===== src/rtl/gate_request_arbiter.sv =====
// Gate request arbiter: synchronizes and debounces the entry/exit car sensors, latches requests
// and issues single-cycle pulses to the parking FSM. Define GATE_DEBOUNCE_EN for debounce logic.
module gate_request_arbiter #(
    parameter int unsigned DEBOUNCE_CYCLES = 4,
    parameter int unsigned HOLDOFF_CYCLES  = 2
) (
    input  logic       clk,
    input  logic       reset,
    input  logic       entry_sensor,
    input  logic       exit_sensor,
    input  logic [1:0] exit_sel,
    output logic       entry_signal,
    output logic       exit_signal,
    output logic [1:0] exit_slot,
    output logic       entry_pending,
    output logic       exit_pending,
    output logic       dropped
);

    if (DEBOUNCE_CYCLES < 1 || DEBOUNCE_CYCLES > 15) begin : g_bad_debounce
        $error("DEBOUNCE_CYCLES must be in 1..15");
    end
    if (HOLDOFF_CYCLES > 15) begin : g_bad_holdoff
        $error("HOLDOFF_CYCLES must be in 0..15");
    end

    typedef enum logic [1:0] {StIdle, StIssue, StHold} state_e;

    localparam logic [3:0] HoldLast = 4'(HOLDOFF_CYCLES - 1);

    // Lane index 0 is entry, 1 is exit.
    logic [1:0] sync1_q, sync2_q, level, level_prev_q, rise;
    logic       entry_pend_q, entry_pend_d, exit_pend_q, exit_pend_d;
    logic       entry_sig_q, entry_sig_d, exit_sig_q, exit_sig_d;
    logic       drop_q, drop_d, clr_entry, clr_exit;
    logic [1:0] slot_q, slot_d, exit_slot_q, exit_slot_d;
    logic [3:0] hold_cnt_q, hold_cnt_d;
    state_e     state_q, state_d;

    always_ff @(posedge clk or negedge reset) begin
        if (!reset) begin
            sync1_q <= 2'b00;
            sync2_q <= 2'b00;
        end else begin
            sync1_q <= {exit_sensor, entry_sensor};
            sync2_q <= sync1_q;
        end
    end

`ifdef GATE_DEBOUNCE_EN
    localparam logic [3:0] DebLast = 4'(DEBOUNCE_CYCLES - 1);

    logic [1:0]      level_q, level_d;
    logic [1:0][3:0] deb_cnt_q, deb_cnt_d;

    // A new level is accepted after DEBOUNCE_CYCLES consecutive differing samples.
    always_comb begin
        level_d   = level_q;
        deb_cnt_d = deb_cnt_q;
        for (int i = 0; i < 2; i++) begin
            if (sync2_q[i] == level_q[i]) begin
                deb_cnt_d[i] = 4'd0;
            end else if (deb_cnt_q[i] == DebLast) begin
                level_d[i]   = sync2_q[i];
                deb_cnt_d[i] = 4'd0;
            end else begin
                deb_cnt_d[i] = deb_cnt_q[i] + 4'd1;
            end
        end
    end

    always_ff @(posedge clk or negedge reset) begin
        if (!reset) begin
            level_q   <= 2'b00;
            deb_cnt_q <= '0;
        end else begin
            level_q   <= level_d;
            deb_cnt_q <= deb_cnt_d;
        end
    end

    assign level = level_q;
`else
    assign level = sync2_q;
`endif

    assign rise = level & ~level_prev_q;

    always_comb begin
        state_d     = state_q;
        hold_cnt_d  = hold_cnt_q;
        entry_sig_d = 1'b0;
        exit_sig_d  = 1'b0;
        exit_slot_d = exit_slot_q;
        clr_entry   = 1'b0;
        clr_exit    = 1'b0;
        unique case (state_q)
            StIdle: begin
                if (exit_pend_q) begin
                    state_d     = StIssue;
                    exit_sig_d  = 1'b1;
                    exit_slot_d = slot_q;
                    clr_exit    = 1'b1;
                end else if (entry_pend_q) begin
                    state_d     = StIssue;
                    entry_sig_d = 1'b1;
                    clr_entry   = 1'b1;
                end
            end
            StIssue: begin
                hold_cnt_d = 4'd0;
                state_d    = (HOLDOFF_CYCLES > 0) ? StHold : StIdle;
            end
            StHold: begin
                if (hold_cnt_q == HoldLast) begin
                    state_d    = StIdle;
                    hold_cnt_d = 4'd0;
                end else begin
                    hold_cnt_d = hold_cnt_q + 4'd1;
                end
            end
            default: state_d = StIdle;
        endcase
    end

    // A fresh request beats a same-edge clear; it only merges if the flag stays set.
    always_comb begin
        entry_pend_d = (entry_pend_q & ~clr_entry) | rise[0];
        exit_pend_d  = (exit_pend_q & ~clr_exit) | rise[1];
        drop_d       = (rise[0] & entry_pend_q & ~clr_entry) |
                       (rise[1] & exit_pend_q & ~clr_exit);
        slot_d       = (rise[1] && !(exit_pend_q && !clr_exit)) ? exit_sel : slot_q;
    end

    always_ff @(posedge clk or negedge reset) begin
        if (!reset) begin
            level_prev_q <= 2'b00;
            entry_pend_q <= 1'b0;
            exit_pend_q  <= 1'b0;
            entry_sig_q  <= 1'b0;
            exit_sig_q   <= 1'b0;
            drop_q       <= 1'b0;
            slot_q       <= 2'b00;
            exit_slot_q  <= 2'b00;
            hold_cnt_q   <= 4'd0;
            state_q      <= StIdle;
        end else begin
            level_prev_q <= level;
            entry_pend_q <= entry_pend_d;
            exit_pend_q  <= exit_pend_d;
            entry_sig_q  <= entry_sig_d;
            exit_sig_q   <= exit_sig_d;
            drop_q       <= drop_d;
            slot_q       <= slot_d;
            exit_slot_q  <= exit_slot_d;
            hold_cnt_q   <= hold_cnt_d;
            state_q      <= state_d;
        end
    end

    assign entry_signal  = entry_sig_q;
    assign exit_signal   = exit_sig_q;
    assign exit_slot     = exit_slot_q;
    assign entry_pending = entry_pend_q;
    assign exit_pending  = exit_pend_q;
    assign dropped       = drop_q;

endmodule


===== config.mk =====
export PLATFORM = sky130hd
export DESIGN_NAME = gate_request_arbiter
export DESIGN_NICKNAME = d
export VERILOG_FILES = /design/src/rtl/gate_request_arbiter.sv
export SDC_FILE = /design/constraint.sdc
export NUM_CORES = 1
export LEC_CHECK = 0
export ABC_CLOCK_PERIOD_IN_PS = 1700
export BUFFER_PORTS_ARGS = -buffer_cell sky130_fd_sc_hd__clkbuf_2
export CORE_MARGIN = 8
export CORE_UTILIZATION = 51
export CTS_CLUSTER_SIZE = 8
export DETAILED_ROUTE_END_ITERATION = 7
export GPL_ROUTABILITY_DRIVEN = 1
export PLACE_DENSITY = 0.72
export SLEW_MARGIN = 10
export SYNTH_ARGS = -nofsm -noshare
export SYNTH_HDL_FRONTEND = slang
export SYNTH_SLANG_ARGS = --single-unit

===== constraint.sdc =====
create_clock -name clk -period 1.7 [get_ports clk]
set_input_delay 0.085 -clock clk [delete_from_list [all_inputs] [get_ports clk]]
set_output_delay 0.085 -clock clk [all_outputs]
set_load 0.005 [all_outputs]

==> impl_metrics.json <==
{
  "cts_tree": "yes",
  "grt.overflow.total": 0,
  "gp_congestion": 0.676,
  "postSynth.asyncResetShare": 1.00,
  "yosysSeqAreaShare": 0.611,
  "final_nets": 100,
  "die-height_um": 57.1,
  "worst_ep_arrival_time_ns": 1.80,
  "slew_violations": 0,
  "grt_max_degree": 22,
  "track_usage": 0.0934,
  "synthDistinctLibCells": 21,
  "ys.warnings.count": 0,
  "grt_pass1_vias": 540,
  "post-route-util": 0.617,
  "clock.fmax_mhz": 623,
  "clock-root-buffer": "clkbuf_4",
  "crit_chain": "inv_1 -> ha_1 -> or3b_4 -> a21oi_2 -> mux2_1",
  "firstDrtPassIters": 4,
  "grt_first_pass_wirelength_um": 2430,
  "dp_hpwl_um": 977,
  "synth_fp_nets": 78,
  "cp.required_ns": 1.89,
  "hold_class": "in2async",
  "crit_type": "reg2reg",
  "syn-mean-instance-area_um2": 12.8,
  "num_rows": 15,
  "vias": 550,
  "drc_errors": 0,
  "netlist_area_um2": 860,
  "tns_ns": 0,
  "reg2reg_slack_ns": 0.09,
  "cts_buffer_depth": 2,
  "fin_crit_sh": 0.945,
  "wire_per_inst_um": 12.9,
  "layout_commonest_cell": "dfrtp_1",
  "outcome": "completed",
  "synth_top_cell_area_share": 0.611,
  "reg2reg_from": "hold_cnt_q[1]",
  "worstPathMaxFanout": 5,
  "critPathBufInv": 1,
  "drtIter0Drc": 3,
  "ys_ff_latch": 21,
  "path_clk_slew_ns": 0.11,
  "area_growth_syn_to_layout_pct": 18.5,
  "drv_cap": 0,
  "crit_path_end_kind": "flip-flop",
  "die_w_um": 57.1,
  "synth_cells": 67,
  "ios": 13,
  "synth_ff_type": "dfrtp_1",
  "rsz0062_at_grt": "false",
  "placement.io_buffers": 12,
  "synth_area_leaders": "dfrtp_1 (61%), ha_1 (7.3%), mux2_1 (6.6%)",
  "min_period_ns": 1.61,
  "core_area_um2": 1650,
  "synth-edff-count": 0,
  "antennaDiodeCount": 0,
  "worstMarginPinSlew_ns": 0.504,
  "final_cell_mix": "dfrtp_1 (21), clkbuf_2 (12), inv_1 (7)",
  "htreeDepth": 1,
  "clkSinkCount": 21,
  "setup_violations": 0,
  "relSlewSlack": 0.664,
  "peakVddDrop_mv": 0.931,
  "slowest_stage": "dfrtp_1",
  "wirelength_um": 1350,
  "crit_family": "flip-flops",
  "initial_core_util": 0.520,
  "hold_viol": 0,
  "cts-buffers-inserted": 3,
  "antenna_left": 0,
  "p_per_area_nw_per_um2": 1470,
  "drive_gt1_frac": 0.227,
  "cp-start-kind": "flip-flop",
  "leakagePower_uw": 0.000503,
  "skew_ns": 0.00248,
  "die_area_um2": 3260,
  "vias_per_cell": 5.24,
  "yosysTopAreaCell": "dfrtp_1",
  "reg2reg_depth": 5,
  "cp_slowest_stage_delay_ns": 0.41,
  "r2r_end": "state_q[1]",
  "clock_latency_ns": 0.30,
  "antenna_found_initial": 0
}
[cells in the mapped netlist, types with 2 or more instances]
cell	number
nand2b_1	2
dfrtp_1	21
o2bb2ai_1	3
o21ai_1	2
mux2_1	5
a21oi_1	3
inv_1	7
o21ai_0	5
nand2_1	2
and3_1	2
ha_1	5
[cells by family (layout without fill, tap and decap cells)]
kind of cell               Yosys count  after routing  synth area share
adders and majority gates            5              5            0.0728
and+or+nand+nor                     12             12            0.0946
AOI/OAI and AO/OA                   15             15             0.109
muxes                                6              6            0.0771
buffers and inverters                8             29            0.0349
DFF                                 21             21             0.611
[power breakdown]
part | internal, uW | total [uW] | switching (uW) | leakage (uW)
Clock | 87.6 | 236 | 148 | 0.0000177
Sequential | 637 | 734 | 96.1 | 0.000260
Combinational | 253 | 533 | 280 | 0.000225
Total | 978 | 1500 | 524 | 0.000503
[how the worst max path moves through the flow]
stage	startpoint	depth (start not counted)	endpoint
floorplan	hold_cnt_q[1]	5	state_q[1]
global placement	hold_cnt_q[1]	5	state_q[1]
detailed placement	hold_cnt_q[1]	5	state_q[1]
CTS	hold_cnt_q[1]	5	state_q[1]
global route	hold_cnt_q[1]	5	state_q[1]
finish	hold_cnt_q[1]	5	state_q[1]
[through the flow]
| stage | setup slack [ns] | hold slack (ns) | cells | instance area (um2) | power (uW) |
|---|---|---|---|---|---|
| global route | 0.0427 | 0.338 | 105 | 1020 | 1640 |
| finish | 0.0943 | 0.275 | 105 | 1020 | 1500 |
| global placement | 0.161 | 0.0741 | 96 | 941 | 1250 |
| CTS | 0.0920 | 0.283 | 105 | 1020 | 1520 |
| floorplan | 0.176 | -0.211 | 67 | 860 | 1090 |
| detailed placement | 0.101 | 0.0801 | 96 | 941 | 1280 |
[sequential cells by signal (all words and copies together), names as in the netlist, 2 cells and up]
name and count:
state_q 2, sync1_q 2, level 2, exit_slot 2
level_prev_q 2, hold_cnt_q 4, slot_q 2
[timing repair]
item / 4_1_cts / 5_1_grt
setup endpoints to repair: 0 / 0
setup buffers: 0 / 0
hold buffers: 5 / 0
gates resized for setup: 0 / 0
hold endpoints to repair: 25 / 0
[layer usage]
metal  part of all wire  GRT usage  routed length [um]  up-vias
met5                  0          0                   0        -
met4             0.0074     0.0604                  10        0
met3              0.049     0.0266                  66        2
met2               0.45      0.140                 604       11
met1               0.50      0.114                 670      264
li1                   -          -                   -      273
[layout make-up]
type,count,area [um2]
multi-input cells,38,304
repair buffers,17,110
clock inverters,1,5.00
inverters,8,30.0
flip-flops and latches,21,526
clock buffers,3,22.5
well taps,17,21.3
fillers,137,633
No activity file was read; power rests on OpenSTA's default activity.
